## config.mk

```make
export PLATFORM = sky130hd
export DESIGN_NAME = inst_fetch_unit
export DESIGN_NICKNAME = d
export VERILOG_FILES = /design/src/rtl/inst_fetch_unit.sv
export SDC_FILE = /design/constraint.sdc
export NUM_CORES = 1
export LEC_CHECK = 0
export CAP_MARGIN = 20
export CORE_AREA = 2 2 108 110
export DETAILED_ROUTE_END_ITERATION = 6
export DIE_AREA = 0 0 110 112
export GPL_ROUTABILITY_DRIVEN = 0
export GPL_TIMING_DRIVEN = 0
export HOLD_SLACK_MARGIN = 0.15
export MAX_ROUTING_LAYER = met4
export PLACE_DENSITY = 0.75
export SLEW_MARGIN = 20
export SYNTH_ARGS = -nofsm -noshare
export SYNTH_HDL_FRONTEND = slang
export SYNTH_SLANG_ARGS = --single-unit
```

## constraint.sdc

```tcl
create_clock -name clk -period 2.4 [get_ports clk]
set_input_delay 0.48 -clock clk [delete_from_list [all_inputs] [get_ports clk]]
set_output_delay 0.48 -clock clk [all_outputs]
set_load 0.01 [all_outputs]
```

## src/rtl/inst_fetch_unit.sv

```systemverilog
// Instruction fetch unit for the single-cycle NPC core.
// Owns the PC, issues at most one instruction-memory read at a time, captures
// the response and presents {inst, pc} to the core over a valid/ready output.
// Execute-stage redirects replace the PC and squash any in-flight fetch.
//
// Ports:
//   clk, rst                       clock, synchronous active-high reset
//   imem_req_valid/ready/addr      instruction read request channel
//   imem_rsp_valid/data            read response (one pulse per accepted request)
//   redirect_valid/pc              branch/jump redirect from execute
//   out_valid/ready/inst/pc        fetched instruction to the core
module inst_fetch_unit #(
  parameter logic [31:0] RESET_PC = 32'h8000_0000
) (
  input  logic        clk,
  input  logic        rst,
  output logic        imem_req_valid,
  input  logic        imem_req_ready,
  output logic [31:0] imem_req_addr,
  input  logic        imem_rsp_valid,
  input  logic [31:0] imem_rsp_data,
  input  logic        redirect_valid,
  input  logic [31:0] redirect_pc,
  output logic        out_valid,
  input  logic        out_ready,
  output logic [31:0] out_inst,
  output logic [31:0] out_pc
);

  localparam int unsigned XLEN = 32;

  typedef enum logic [1:0] {
    S_REQ  = 2'd0,
    S_WAIT = 2'd1,
    S_HOLD = 2'd2
  } state_e;

  state_e            state_q, state_d;
  logic [XLEN-1:0]   pc_q, pc_d;
  logic              drop_q, drop_d;
  logic [XLEN-1:0]   inst_q, inst_d;
  logic [XLEN-1:0]   opc_q, opc_d;

  logic              req_hs;
  logic              out_hs;
  logic [XLEN-1:0]   redirect_aligned;

  assign req_hs           = imem_req_valid && imem_req_ready;
  assign out_hs           = out_valid && out_ready;
  assign redirect_aligned = redirect_pc & ~XLEN'(32'h3);

  // State register
  always_ff @(posedge clk) begin
    if (rst) begin
      state_q <= S_REQ;
      pc_q    <= RESET_PC;
      drop_q  <= 1'b0;
      inst_q  <= '0;
      opc_q   <= '0;
    end else begin
      state_q <= state_d;
      pc_q    <= pc_d;
      drop_q  <= drop_d;
      inst_q  <= inst_d;
      opc_q   <= opc_d;
    end
  end

  // Next-state and datapath update; redirect always wins the PC
  always_comb begin
    state_d = state_q;
    pc_d    = pc_q;
    drop_d  = drop_q;
    inst_d  = inst_q;
    opc_d   = opc_q;

    unique case (state_q)
      S_REQ: begin
        if (req_hs) begin
          state_d = S_WAIT;
          // Request already went out with the old PC: its data must be dropped
          drop_d  = redirect_valid;
        end
        if (redirect_valid) begin
          pc_d = redirect_aligned;
        end
      end

      S_WAIT: begin
        if (redirect_valid) begin
          pc_d = redirect_aligned;
          if (imem_rsp_valid) begin
            drop_d  = 1'b0;
            state_d = S_REQ;
          end else begin
            drop_d  = 1'b1;
          end
        end else if (imem_rsp_valid) begin
          if (drop_q) begin
            drop_d  = 1'b0;
            state_d = S_REQ;
          end else begin
            inst_d  = imem_rsp_data;
            opc_d   = pc_q;
            state_d = S_HOLD;
          end
        end
      end

      S_HOLD: begin
        if (redirect_valid) begin
          pc_d    = redirect_aligned;
          state_d = S_REQ;
        end else if (out_hs) begin
          pc_d    = pc_q + XLEN'(4);
          state_d = S_REQ;
        end
      end

      default: begin
        state_d = S_REQ;
      end
    endcase
  end

  // Control outputs decoded from the state register
  always_comb begin
    imem_req_valid = 1'b0;
    out_valid      = 1'b0;
    // Gate with rst so no request is offered while reset is held
    if (state_q == S_REQ) begin
      imem_req_valid = !rst;
    end
    if (state_q == S_HOLD) begin
      out_valid = 1'b1;
    end
  end

  assign imem_req_addr = pc_q;
  assign out_inst      = inst_q;
  assign out_pc        = opc_q;

endmodule
```

Word level (Yosys, flattened, before mapping)

Index checks and enable logic that the tools add are counted.

Equality and inequality tests: 7
Reductions and logical operators: 11
Bitwise gates (word level): 2
Divide/modulo/power cells: 0
$mul: 0
Muxes and demuxes: 19
Shift-type cells: 0
Magnitude comparators: 0
$add $sub $neg: 1

Operators with widths:

| cell                                                 | count |
|---|---|
| 2-to-1 mux 32 bit                                    | 3 |
| one-hot mux 32 bit (2 select lines)                  | 1 |
| adder 32 x 3 -> 32 bit (second input constant)       | 1 |
| 2-to-1 mux 2 bit                                     | 7 |
| AND reduction 3 bit                                  | 3 |
| 2-to-1 mux 1 bit                                     | 6 |
| != test 3 bit (second input constant)                | 2 |
| one-hot mux 2 bit (3 select lines)                   | 1 |
| != test 2 bit (second input constant)                | 2 |
| AND reduction 4 bit                                  | 1 |
| nonzero test 2 bit                                   | 2 |
| equality test 2 x 1 -> 1 bit (second input constant) | 1 |
| equality test 2 bit (second input constant)          | 1 |
| logical AND 1 bit                                    | 2 |
| zero test 2 bit                                      | 1 |
| != test 2 x 1 -> 1 bit (second input constant)       | 1 |
| inverter 1 bit                                       | 2 |
| one-hot mux 1 bit (2 select lines)                   | 1 |
| OR reduction 2 bit                                   | 1 |
| zero test 1 bit                                      | 1 |

Bits in read-only memories: 0
Bits of input ports: 70
Memories kept: 0
Bits in writable memories: 0
Register bits after elaboration: 99
Bits in latches: 0
Output and inout port bits: 98
Logic and storage cells: 45

Depth between registers and ports, before layout

Gate-level depths: netlist (run 1).

Depth after elaboration: 6
Gate-level depth with buffers: 9
Depth with buffers taken out: 6

Worst setup path after synthesis (run 1)

Ideal clock, no wire load.

Path type: reg-to-reg
Start: register pc_q[2] (netlist: imem_req_addr[2])
End: register pc_q[30] (netlist: imem_req_addr[30])
Buffers on the path: 1
Arrival: 2.417 ns
Required time: 2.273 ns
Setup slack: -0.144 ns
Library setup time: 0.127 ns
Clock period less this slack: 2.544 ns
Cell stages (with the launch flop): 8
Path through: dfxtp_1 > ha_1 > nand4_2 > or4_1 > buf_2 > or4_4 > nand3_2 > or3b_1

Word-level cells in the longest chain between the ends: 4

RTL lines:

| item                                | line | RTL |
|---|---|---|
| start, declared                     | 39   | `logic [XLEN-1:0] pc_q, pc_d;` |
| start signal, assigned              | 62   | `pc_q <= pc_d;` |
| adder 32 x 3 -> 32 bit              | 115  | `pc_d = pc_q + XLEN'(4);` |
| 2-to-1 mux 32 bit                   | 114  | `end else if (out_hs) begin` |
| 2-to-1 mux 32 bit                   | 111  | `if (redirect_valid) begin` |
| one-hot mux 32 bit (2 select lines) | 77   | `unique case (state_q)` |

Every way passes these cells. The select of a mux whose other input is x is not followed.
A chain may end at the register's enable or synchronous reset.

Worst setup path in the final report (run 1)

Start: register pc_q[7] (netlist: imem_req_addr[7])
End: register pc_q[30] (netlist: imem_req_addr[30])

The elaborated chain is that of the path after synthesis.

==> summary.txt, run 1 <==
Status
  • Outcome: complete, but fails checks
  • Failing checks: design-rule violations

Global route
  • Vias in the first global route: 4510
  • Initial antenna violation count: 0
  • GRT Util Overall: 24.22%
  • Largest net degree at the start of global routing: 18
  • First-pass GRT wire length: 22.78 mm
  • Congestion Overflow GR: 0

Final layout
  • Synth-to-Final Area Change: 51.68%
  • Final cell count without fillers: 908
  • Share of layout cells above drive strength 1: 7.843%
  • FILL cells: 1033
  • Area of the multi-input gates: 2240 um2
  • FF+latch area: 1917 um2
  • Fin area: 6566 um2
  • Ant. Diodes: 0
  • Nets: 831

Pwr
  • Clock share of power: 41.6%
  • Power consumption: 3.789 mW
  • Pwr/cell area: 577.0 nW/um2
  • Cell-internal power: 2.832 mW
  • P_sw: 957.0 uW
  • Sw Ratio: 25.26%
  • Worst IR Drop VDD: 0.0004431 V
  • Comb pwr share: 13.5%
  • Leak Pwr: 2.301 nW
  • Seq pwr share: 44.9%

Floorplanning
  • Initial core utilization: 38.74%
  • Die ar.: 12320 um2
  • Die H: 112 um
  • Die span in x: 110 um
  • Site row count: 39
  • Core area: 11170 um2
  • # IOs: 168

STA
  • Period utilisation layout: 98.01%
  • Final Setup Violations: 0
  • Minimum clock period: 2.352 ns
  • Max Freq: 425.1 MHz
  • Hold Vio Cnt, Final: 0
  • Final setup TNS: 0 ns
  • Relative slew slack: 51.84%
  • Pins Over Slew Limit: 0
  • Setup Skew: 0.005921 ns
  • Worst slew pin tran: 0.7158 ns

Synth
  • Post-synth ARST share: 0%
  • Warnings from Yosys: 0
  • Synth Area in XOR/XNOR: 0%
  • Mapped Cells: 583
  • Ys flop type: dfxtp_1
  • Seq/Total Area, Yosys: 43.93%
  • Flops & latches, synth: 95
  • Post-synth EDFFs: 0
  • Post-synthesis cell type count: 56
  • Multiplexer area fraction after synthesis: 0.6936%
  • Post-Synth Adder-Cell Area: 0.2890%
  • Largest family of logic cells by synthesized area: simple AND/OR/NAND/NOR gates
  • Area share of and/or/nand/nor cells after synthesis: 28.01%
  • Mapped Area: 4329 um2
  • Syn Area/Cell: 7.426 um2
  • Compound-Gate Fraction of Synth Area: 21.36%

Placement
  • Cells after DPL: 889
  • Port buffer count: 160
  • Placed wire-length estimate: 10.58 mm
  • Placed instance area: 6136 um2

Drt
  • Pre-antenna DRT Iters: 7
  • Post-route DRC: 1
  • Average vias per placed instance: 5.453
  • Antenna-violating nets left: 0
  • Average wire per standard cell: 16.26 um
  • Via Count: 4951
  • Iter 0 DRT Violations: 456
  • Wirelength, routed: 14.77 mm

Clock tree
  • H-tree lvl count: 3
  • CTS Root Cell: clkbuf_16
  • Clk_lat worst skew: 0.34 ns
  • CTS sink cnt: 95
  • Cts bufs inserted: 9
  • CTS tree: done
  • Clock Tree Buf Depth: 2
  • Cts hold-fix bufs: 0
  • CTS clock-pin slew for the worst setup and hold paths: 0.07 ns

Worst setup path
  • Crit path required time: 2.62 ns
  • CP Capture Type: register
  • Crit-path max FO: 8
  • Crit start category: register
  • Critical path class: register to register
  • Worst EP arrival: 2.58 ns

Run
  • Max_cap viols: 0

Hold path
  • Hold WC Path Type: register to register
area by class of cell:
type / count / area share [%]
Buffer: 51 / 3.754
Clock buffer: 10 / 3.487
Clock inverter: 6 / 1.486
Inverter: 3 / 0.1715
Multi-Input combinational cell: 434 / 34.11
Sequential cell: 95 / 29.19
Tap cell: 143 / 2.725
Timing Repair Buffer: 166 / 25.08
Yosys cell counts, types with 3 or more instances:
master	instances	area, um2
clkbuf_1	44	165.2
mux2i_1	3	30.03
a21o_1	3	22.52
a21oi_1	89	445.4
and3_1	3	18.77
o21a_1	4	30.03
o31ai_1	4	30.03
dfxtp_1	95	1902
o22ai_1	6	37.54
inv_1	3	11.26
nand2_1	161	604.3
nand3_1	18	90.09
nor2_1	33	123.9
a22oi_1	7	52.55
buf_4	5	37.54
a211oi_1	5	37.54
buf_2	3	15.01
o41ai_1	3	26.28
nand4_1	13	81.33
o21ai_0	17	85.08
a31oi_1	5	31.28
nor3_1	11	55.05
nor4_1	8	50.05
metrics by stage:
step	utilization, %	hold slack (ns)	setup WS [ns]
2_1_floorplan	-	0.4750	0.01542
3_3_place_gp	54.91	0.4423	-0.6047
3_5_place_dp	54.91	0.4470	-0.6840
4_1_cts	58.29	0.4564	0.001409
5_1_grt	58.76	0.4760	-0.01028
6_report	58.76	0.4537	0.04767
critical path, cell delays in order, from the launching register on:
cell and delay, ns:
dfxtp_1 0.53, nand2_4 0.11, or4_4 0.55, buf_6 0.15
or4_4 0.49, nand3_2 0.08, or3b_1 0.33
logic make-up after synthesis:
group | count (synthesis)
AOI/OAI and AO/OA | 157
buffers and inverters | 57
and+or+nand+nor | 269
DFF | 95
other | 1
muxes | 3
adders and majority gates | 1
metal layers:
layer	wire length, um	track usage, %
met4	252	6.414
met3	1220	4.977
met2	7093	37.71
met5	0	-
met1	6201	31.88
final timing paths:
path / endpoint / slack (ns) / from / depth (start not counted)
max: imem_req_addr[30]$_SDFFE_PP0P_ / 0.05 / imem_req_addr[7]$_SDFFE_PP0P_ / 6
min reg2reg: out_pc[18]$_SDFFE_PP0P_ / 0.45 / out_pc[18]$_SDFFE_PP0P_ / 2
max reg2reg: imem_req_addr[30]$_SDFFE_PP0P_ / 0.05 / imem_req_addr[7]$_SDFFE_PP0P_ / 6
min: out_pc[18]$_SDFFE_PP0P_ / 0.45 / out_pc[18]$_SDFFE_PP0P_ / 2
cells in the final DEF, fill, tap and decap left out, types with 9 or more instances in the layout:
cell / n
clkdlybuf4s50_1: 160
a21oi_1: 88
nand2_1: 161
clkbuf_2: 10
nand3_1: 18
buf_4: 11
clkbuf_16: 9
nor3_1: 11
dfxtp_1: 87
nand4_1: 13
nor2_1: 33
o21ai_0: 17
clkbuf_1: 33
power by group through the flow:
stage                     registers (mW)  logic (mW)  clock network, mW
after floorplan                     1.74       0.198                  0
after global placement              1.73       0.486                  0
after detailed placement            1.73       0.494                  0
after CTS                           1.69       0.509               1.59
after global routing                1.71       0.553               1.67
final                               1.70       0.511               1.58
registers in the layout, summed over array words and instances (netlist names):
name,cells
drop_q,1
imem_req_addr,30
out_inst,32
out_pc,30
state_q,2
what timing repair did:
| item | in CTS | in global routing |
|---|---|---|
| resized for setup | 11 | 21 |
| hold endpoints to repair | 0 | 0 |
| buffers inserted | 3 | 3 |
| endpoints found under the setup margin | 26 | 47 |
| pin swaps | 1 | 2 |
(Power assumes the default switching activity.)
==> run 2, diff against run 1 <==
- PLACE_DENSITY: 0.75 -> 0.77
==> run 2 against run 1 <==
  * The flow now finishes without violations
  * Sequential power barely moved
  * Non-clock buffer count fell by 4
  * Design area fell by 0.78%
  * Via count rose by 1.3%
  * First-iteration DRC count fell by 20%
  * Maximum frequency rose by 1.1%
  * Register-to-register slack improved by 0.03 ns
  * Die area did not move
  * Global-route usage rose by 0.36 points
  * Combinational power barely moved
  * Largest cell class unchanged
  * Largest power group unchanged
  * Highest routed layer unchanged
==> summary.txt, run 2 (synthesis results as in run 1) <==
Drt
  • Wirelength, routed: 14.77 mm (about the same)
  • Iter 0 DRT Violations: 364 (was 456)
  • Post-route DRC: 0 (was 1)
  • Average wire per standard cell: 16.34 um (was 16.26 um)
  • Via Count: 5015 (was 4951)
  • Average vias per placed instance: 5.548 (was 5.453)
  • Antenna-violating nets left: 0 (unchanged)
  • Pre-antenna DRT Iters: 5 (was 7)

Pwr
  • Sw Ratio: 25.87% (was 25.26%)
  • Cell-internal power: 2.751 mW (was 2.832 mW)
  • Comb pwr share: 13.8% (was 13.5%)
  • Clock share of power: 40.4% (was 41.6%)
  • P_sw: 959.7 uW (was 957.0 uW)
  • Seq pwr share: 45.8% (was 44.9%)
  • Pwr/cell area: 569.5 nW/um2 (was 577.0 nW/um2)
  • Leak Pwr: 2.276 nW (was 2.301 nW)
  • Worst IR Drop VDD: 0.0002944 V (was 0.0004431 V)
  • Power consumption: 3.710 mW (was 3.789 mW)

Worst setup path
  • Worst EP arrival: 2.56 ns (was 2.58 ns)
  • Crit-path max FO: 9 (was 8)
  • Worst Setup SP: imem_req_addr[2]$_SDFFE_PP0P_ (was imem_req_addr[7]$_SDFFE_PP0P_)
  • R2r startpoint: imem_req_addr[2]$_SDFFE_PP0P_ (was imem_req_addr[7]$_SDFFE_PP0P_)
  • Critical path class: register to register (unchanged)
  • Crit start category: register (unchanged)
  • Register-to-Register Path Depth: 6 (unchanged)
  • CP Capture Type: register (unchanged)
  • R2R Path End: imem_req_addr[30]$_SDFFE_PP0P_ (unchanged)
  • Flop2flop setup slack: 0.07 ns (was 0.05 ns)
  • CP endpoint: imem_req_addr[30]$_SDFFE_PP0P_ (unchanged)
  • Crit path required time: 2.63 ns (was 2.62 ns)

STA
  • Period utilisation layout: 96.95% (was 98.01%)
  • Hold Vio Cnt, Final: 0 (unchanged)
  • Final Setup Violations: 0 (unchanged)
  • Pins Over Slew Limit: 0 (unchanged)
  • Setup Skew: 0.002946 ns (was 0.005921 ns)
  • Worst hold slack: 0.4548 ns (was 0.4537 ns)
  • Minimum clock period: 2.327 ns (was 2.352 ns)
  • Final setup TNS: 0 ns (unchanged)
  • RSZ-0062 raised after global routing: false
  • Max Freq: 429.8 MHz (was 425.1 MHz)
  • Relative slew slack: 56.12% (was 51.84%)
  • Worst slew pin tran: 0.6522 ns (was 0.7158 ns)
  • Worst setup margin: 0.07319 ns (was 0.04767 ns)

Final layout
  • Finished Core Util: 58.30% (was 58.76%)
  • Most common cell after layout, fill and taps aside: nand2_1 (unchanged)
  • Synth-to-Final Area Change: 50.49% (was 51.68%)
  • Final cell count without fillers: 904 (was 908)
  • Ant. Diodes: 0 (unchanged)
  • Most frequent cells in the layout: nand2_1 (161), clkdlybuf4s50_1 (160), dfxtp_1 (89) (was nand2_1 (161), clkdlybuf4s50_1 (160), a21oi_1 (88))
  • Nets: 827 (was 831)
  • Share of layout cells above drive strength 1: 7.359% (was 7.843%)
  • Fin area: 6515 um2 (was 6566 um2)
  • Max reg flops: 32 (unchanged)

Placement
  • Placed instance area: 6136 um2 (unchanged)
  • Dpl ws: -0.6736 ns (was -0.6840 ns)
  • Port buffer count: 160 (unchanged)
  • Placed wire-length estimate: 10.65 mm (was 10.58 mm)
  • Cells after DPL: 889 (unchanged)

Hold path
  • Critical hold path startpoint: out_pc[3]$_SDFFE_PP0P_ (was out_pc[18]$_SDFFE_PP0P_)
  • Hold WC Path Type: register to register (unchanged)

Floorplanning
  • Die span in x: 110 um (unchanged)
  • Initial core utilization: 38.74% (unchanged)
  • # IOs: 168 (unchanged)
  • Core area: 11170 um2 (unchanged)
  • Die H: 112 um (unchanged)
  • Die ar.: 12320 um2 (unchanged)
  • Site row count: 39 (unchanged)

Global route
  • Vias in the first global route: 4731 (was 4510)
  • GRT Util Overall: 24.59% (was 24.22%)
  • First-pass GRT wire length: 23.29 mm (was 22.78 mm)
  • Largest net degree at the start of global routing: 17 (was 18)
  • Initial antenna violation count: 0 (unchanged)
  • Congestion Overflow GR: 0 (unchanged)

Clock tree
  • CTS sink cnt: 95 (unchanged)
  • H-tree lvl count: 3 (unchanged)
  • Cts bufs inserted: 9 (unchanged)
  • Cts hold-fix bufs: 0 (unchanged)
  • Clock Tree Buf Depth: 2 (unchanged)
  • Clk_lat worst skew: 0.35 ns (was 0.34 ns)
  • CTS Root Cell: clkbuf_16 (unchanged)
  • CTS tree: done (unchanged)
  • CTS clock-pin slew for the worst setup and hold paths: 0.07 ns (about the same)

Run
  • Max_cap viols: 0 (unchanged)

Status
  • Outcome: completed (was complete, but fails checks)
-- run 2: per-layer routing --
| metal | track usage (%) | wire length, um | vias up |
|---|---|---|---|
| met1 | 30.81 | 6070 | 2356 |
| met3 | 3.571 | 1091 | 37 |
| met4 | 10.21 | 361 | 0 |
| met2 | 39.22 | 7250 | 250 |
| met5 | - | 0 | - |
| li1 | - | - | 2372 |
-- run 2: worst min-delay path by stage --
stage          cells after the start                  endpoint  slack, ns
2_1_floorplan                      2       drop_q$_SDFFE_PP0P_       0.48
3_3_place_gp                       2  out_inst[7]$_SDFFE_PP0P_       0.44
3_5_place_dp                       2    out_pc[3]$_SDFFE_PP0P_       0.45
4_1_cts                            2    out_pc[3]$_SDFFE_PP0P_       0.46
5_1_grt                            2  out_inst[6]$_SDFFE_PP0P_       0.47
6_report                           2    out_pc[3]$_SDFFE_PP0P_       0.45
-- run 2: worst max-delay path, stage by stage (launching register included) --
cell	delay (ns)
dfxtp_4	0.36
ha_4	0.17
nand4_4	0.12
or4_4	0.62
or4_4	0.52
nand3_2	0.08
or3b_1	0.34
-- run 2: what timing repair did --
action,CTS,global route
resized for setup,13,19
setup endpoints to repair,26,34
setup buffers,2,1
pin swaps,0,0
endpoints found under the hold margin,0,0
-- run 2: final cells by class --
class / instances / area, um2
Timing Repair Buffer: 163 / 1624
Buffer: 50 / 236.5
Multi-Input combinational cell: 434 / 2243
Clock buffer: 11 / 242.7
Fill cell: 1028 / 4659
Clock inverter: 5 / 63.81
Inverter: 3 / 11.26
Sequential cell: 95 / 1914
Tap cell: 143 / 178.9
-- run 2: power groups by stage --
| stage | clock network (mW) | logic, mW | registers [mW] |
|---|---|---|---|
| 3_3_place_gp | 0 | 0.485 | 1.73 |
| 5_1_grt | 1.58 | 0.553 | 1.71 |
| 6_report | 1.50 | 0.512 | 1.70 |
| 3_5_place_dp | 0 | 0.496 | 1.73 |
| 4_1_cts | 1.53 | 0.509 | 1.69 |
| 2_1_floorplan | 0 | 0.198 | 1.74 |
==> run 3, diff against run 2 <==
- CAP_MARGIN: 20 -> 25
- CORE_AREA: 2 2 108 110 -> 2 2 92 94
- DIE_AREA: 0 0 110 112 -> 0 0 94 96
- DONT_BUFFER_PORTS: not set -> 1
- PLACE_DENSITY: 0.77 -> 0.74
==> run 3 against run 2 <==
  * The run now ends with negative setup slack left
  * Clock power is 29% lower
  * Sequential share of layout area is 11 points higher
  * First-iteration DRC count is 4.9% higher
  * Design area is 27% lower
  * Register-to-register slack worse by 0.13 ns
  * Final cell count is 22% lower
  * Combinational power is 49% lower
  * Non-clock buffer count is 157 lower
  * Total power is 18% lower
  * Routed wire length is 12% lower
  * Die area is 27% lower
  * Critical endpoint unchanged
  * Highest routed layer unchanged
==> summary.txt, run 3 (synthesis results as in run 1) <==
Drt
  • Average vias per placed instance: 6.114 (was 5.548)
  • Wirelength, routed: 13.02 mm (was 14.77 mm)
  • Average wire per standard cell: 18.36 um (was 16.34 um)
  • Iter 0 DRT Violations: 382 (was 364)
  • Post-route DRC: 0 (unchanged)
  • Via Count: 4335 (was 5015)
  • Antenna-violating nets left: 0 (unchanged)
  • Pre-antenna DRT Iters: 5 (unchanged)

STA
  • Setup Skew: 0.01106 ns (was 0.002946 ns)
  • Hold Vio Cnt, Final: 0 (unchanged)
  • Final Setup Violations: 1 (was 0)
  • RSZ-0062 raised after global routing: true (was false)
  • Final setup TNS: -0.05471 ns (was 0 ns)
  • Minimum clock period: 2.455 ns (was 2.327 ns)
  • Worst setup margin: -0.05471 ns (was 0.07319 ns)
  • Pins Over Slew Limit: 0 (unchanged)
  • Period utilisation layout: 102.3% (was 96.95%)
  • Worst slew pin tran: 0.6912 ns (was 0.6522 ns)
  • Relative slew slack: 53.50% (was 56.12%)
  • Max Freq: 407.4 MHz (was 429.8 MHz)
  • Worst hold slack: 0.2277 ns (was 0.4548 ns)

Worst setup path
  • Critical path class: register to register (unchanged)
  • Flop2flop setup slack: -0.05 ns (was 0.07 ns)
  • R2r startpoint: imem_req_addr[3]$_SDFFE_PP0P_ (was imem_req_addr[2]$_SDFFE_PP0P_)
  • R2R Path End: imem_req_addr[30]$_SDFFE_PP0P_ (unchanged)
  • Largest stage delay on the critical path: 0.52 ns (was 0.62 ns)
  • Family with the most delay on the worst path: simple AND/OR/NAND/NOR gates (unchanged)
  • Crit path required time: 2.66 ns (was 2.63 ns)
  • Worst-path cell chain: ha_4, nand4_4, or4_1, buf_4, or4_4, nand3_2, or3b_1 (was ha_4, nand4_4, or4_4, or4_4, nand3_2, or3b_1)
  • Worst Path Buf+Inv: 1 (was 0)
  • Register-to-Register Path Depth: 7 (was 6)
  • Crit-path max FO: 9 (unchanged)
  • Slowest CP cell: or4_1 (was or4_4)
  • CP Capture Type: register (unchanged)
  • Crit start category: register (unchanged)
  • Worst EP arrival: 2.71 ns (was 2.56 ns)

Global route
  • Congestion Overflow GR: 0 (unchanged)
  • Initial antenna violation count: 0 (unchanged)
  • Vias in the first global route: 3894 (was 4731)
  • GRT Util Overall: 28.64% (was 24.59%)
  • First-pass GRT wire length: 19.50 mm (was 23.29 mm)
  • Largest net degree at the start of global routing: 19 (was 17)

Clock tree
  • Clk_lat worst skew: 0.37 ns (was 0.35 ns)
  • Cts hold-fix bufs: 0 (unchanged)
  • CTS tree: done (unchanged)
  • CTS Root Cell: clkbuf_8 (was clkbuf_16)
  • Cts bufs inserted: 9 (unchanged)
  • CTS sink cnt: 95 (unchanged)
  • H-tree lvl count: 3 (unchanged)
  • Clock Tree Buf Depth: 2 (unchanged)
  • CTS clock-pin slew for the worst setup and hold paths: 0.11 ns (was 0.07 ns)

Hold path
  • Critical hold path startpoint: imem_rsp_data[23] (was out_pc[3]$_SDFFE_PP0P_)
  • Hold WC Path Type: input pin to register (was register to register)
  • Hold Path Sink: out_inst[23]$_SDFFE_PP0P_ (was out_pc[3]$_SDFFE_PP0P_)
  • Hold path depth: 2 (unchanged)

Placement
  • Port buffer count: 0 (was 160)
  • Placed instance area: 4487 um2 (was 6136 um2)
  • Placed wire-length estimate: 9.390 mm (was 10.65 mm)

Pwr
  • Power consumption: 3.060 mW (was 3.710 mW)
  • Worst IR Drop VDD: 0.0003086 V (was 0.0002944 V)
  • Leak Pwr: 1.617 nW (was 2.276 nW)
  • Pwr/cell area: 645.4 nW/um2 (was 569.5 nW/um2)

Floorplanning
  • Initial core utilization: 53.77% (was 38.74%)
  • Die H: 96 um (was 112 um)
  • # IOs: 168 (unchanged)
  • Site row count: 33 (was 39)
  • Die ar.: 9024 um2 (was 12320 um2)
  • Core area: 8051 um2 (was 11170 um2)
  • Die span in x: 94 um (was 110 um)

Final layout
  • Share of layout cells above drive strength 1: 8.444% (was 7.359%)
  • Fin area: 4742 um2 (was 6515 um2)
  • Nets: 670 (was 827)
  • Max reg flops: 32 (unchanged)
  • Most frequent cells in the layout: nand2_1 (161), a21oi_1 (88), dfxtp_1 (86) (was nand2_1 (161), clkdlybuf4s50_1 (160), dfxtp_1 (89))
  • Ant. Diodes: 0 (unchanged)
  • Synth-to-Final Area Change: 9.538% (was 50.49%)
  • Finished Core Util: 58.90% (was 58.30%)
  • Most common cell after layout, fill and taps aside: nand2_1 (unchanged)

Run
  • Max_cap viols: 0 (unchanged)

Status
  • Outcome: complete, but fails checks (was completed)
  • Failing checks: negative setup slack
run 3: worst max path at each step:
stage                                        startpoint                              to  slack (ns)  depth (start not counted)
after CTS                 imem_req_addr[3]$_SDFFE_PP0P_  imem_req_addr[30]$_SDFFE_PP0P_       -0.07                          7
after floorplan           imem_req_addr[2]$_SDFFE_PP0P_  imem_req_addr[30]$_SDFFE_PP0P_        0.02                          7
final                     imem_req_addr[3]$_SDFFE_PP0P_  imem_req_addr[30]$_SDFFE_PP0P_       -0.05                          7
after global routing      imem_req_addr[9]$_SDFFE_PP0P_  imem_req_addr[30]$_SDFFE_PP0P_       -0.18                          7
after detailed placement  imem_req_addr[2]$_SDFFE_PP0P_  imem_req_addr[30]$_SDFFE_PP0P_       -0.18                          7
after global placement    imem_req_addr[2]$_SDFFE_PP0P_  imem_req_addr[30]$_SDFFE_PP0P_       -0.17                          7
run 3: per-layer routing:
layer	up-vias	wire length [um]	track usage [%]
met1	1966	5007	34.43
met2	266	6109	44.64
met3	36	1573	9.554
li1	2067	-	-
met5	-	0	-
met4	0	327	11.23
run 3: per-stage QoR:
stage | cells | setup slack (ns)
final | 709 | -0.05471
after global routing | 709 | -0.1755
after CTS | 709 | -0.07486
after detailed placement | 691 | -0.1799
after global placement | 691 | -0.1677
after floorplan | 586 | 0.01542
run 3: area by class of cell:
cell class / instances / area (um2)
tap: 105 / 131.4
clock inverter: 6 / 60.06
buffer: 54 / 242.7
sequential: 95 / 1918
fill: 772 / 3309
multi-input combinational: 434 / 2228
timing repair buffer: 2 / 12.51
inverter: 3 / 11.26
clock buffer: 10 / 137.6
run 3: power breakdown:
part	internal (mW)	switching (mW)
Combinational	0.0934	0.169
Clock	0.431	0.633
Sequential	1.63	0.104
Total	2.15	0.906
run 3: what timing repair did:
action | CTS | global route
pin swaps | 0 | 1
setup buffers | 2 | 0
gates resized for setup | 7 | 16
endpoints found under the setup margin | 4 | 21
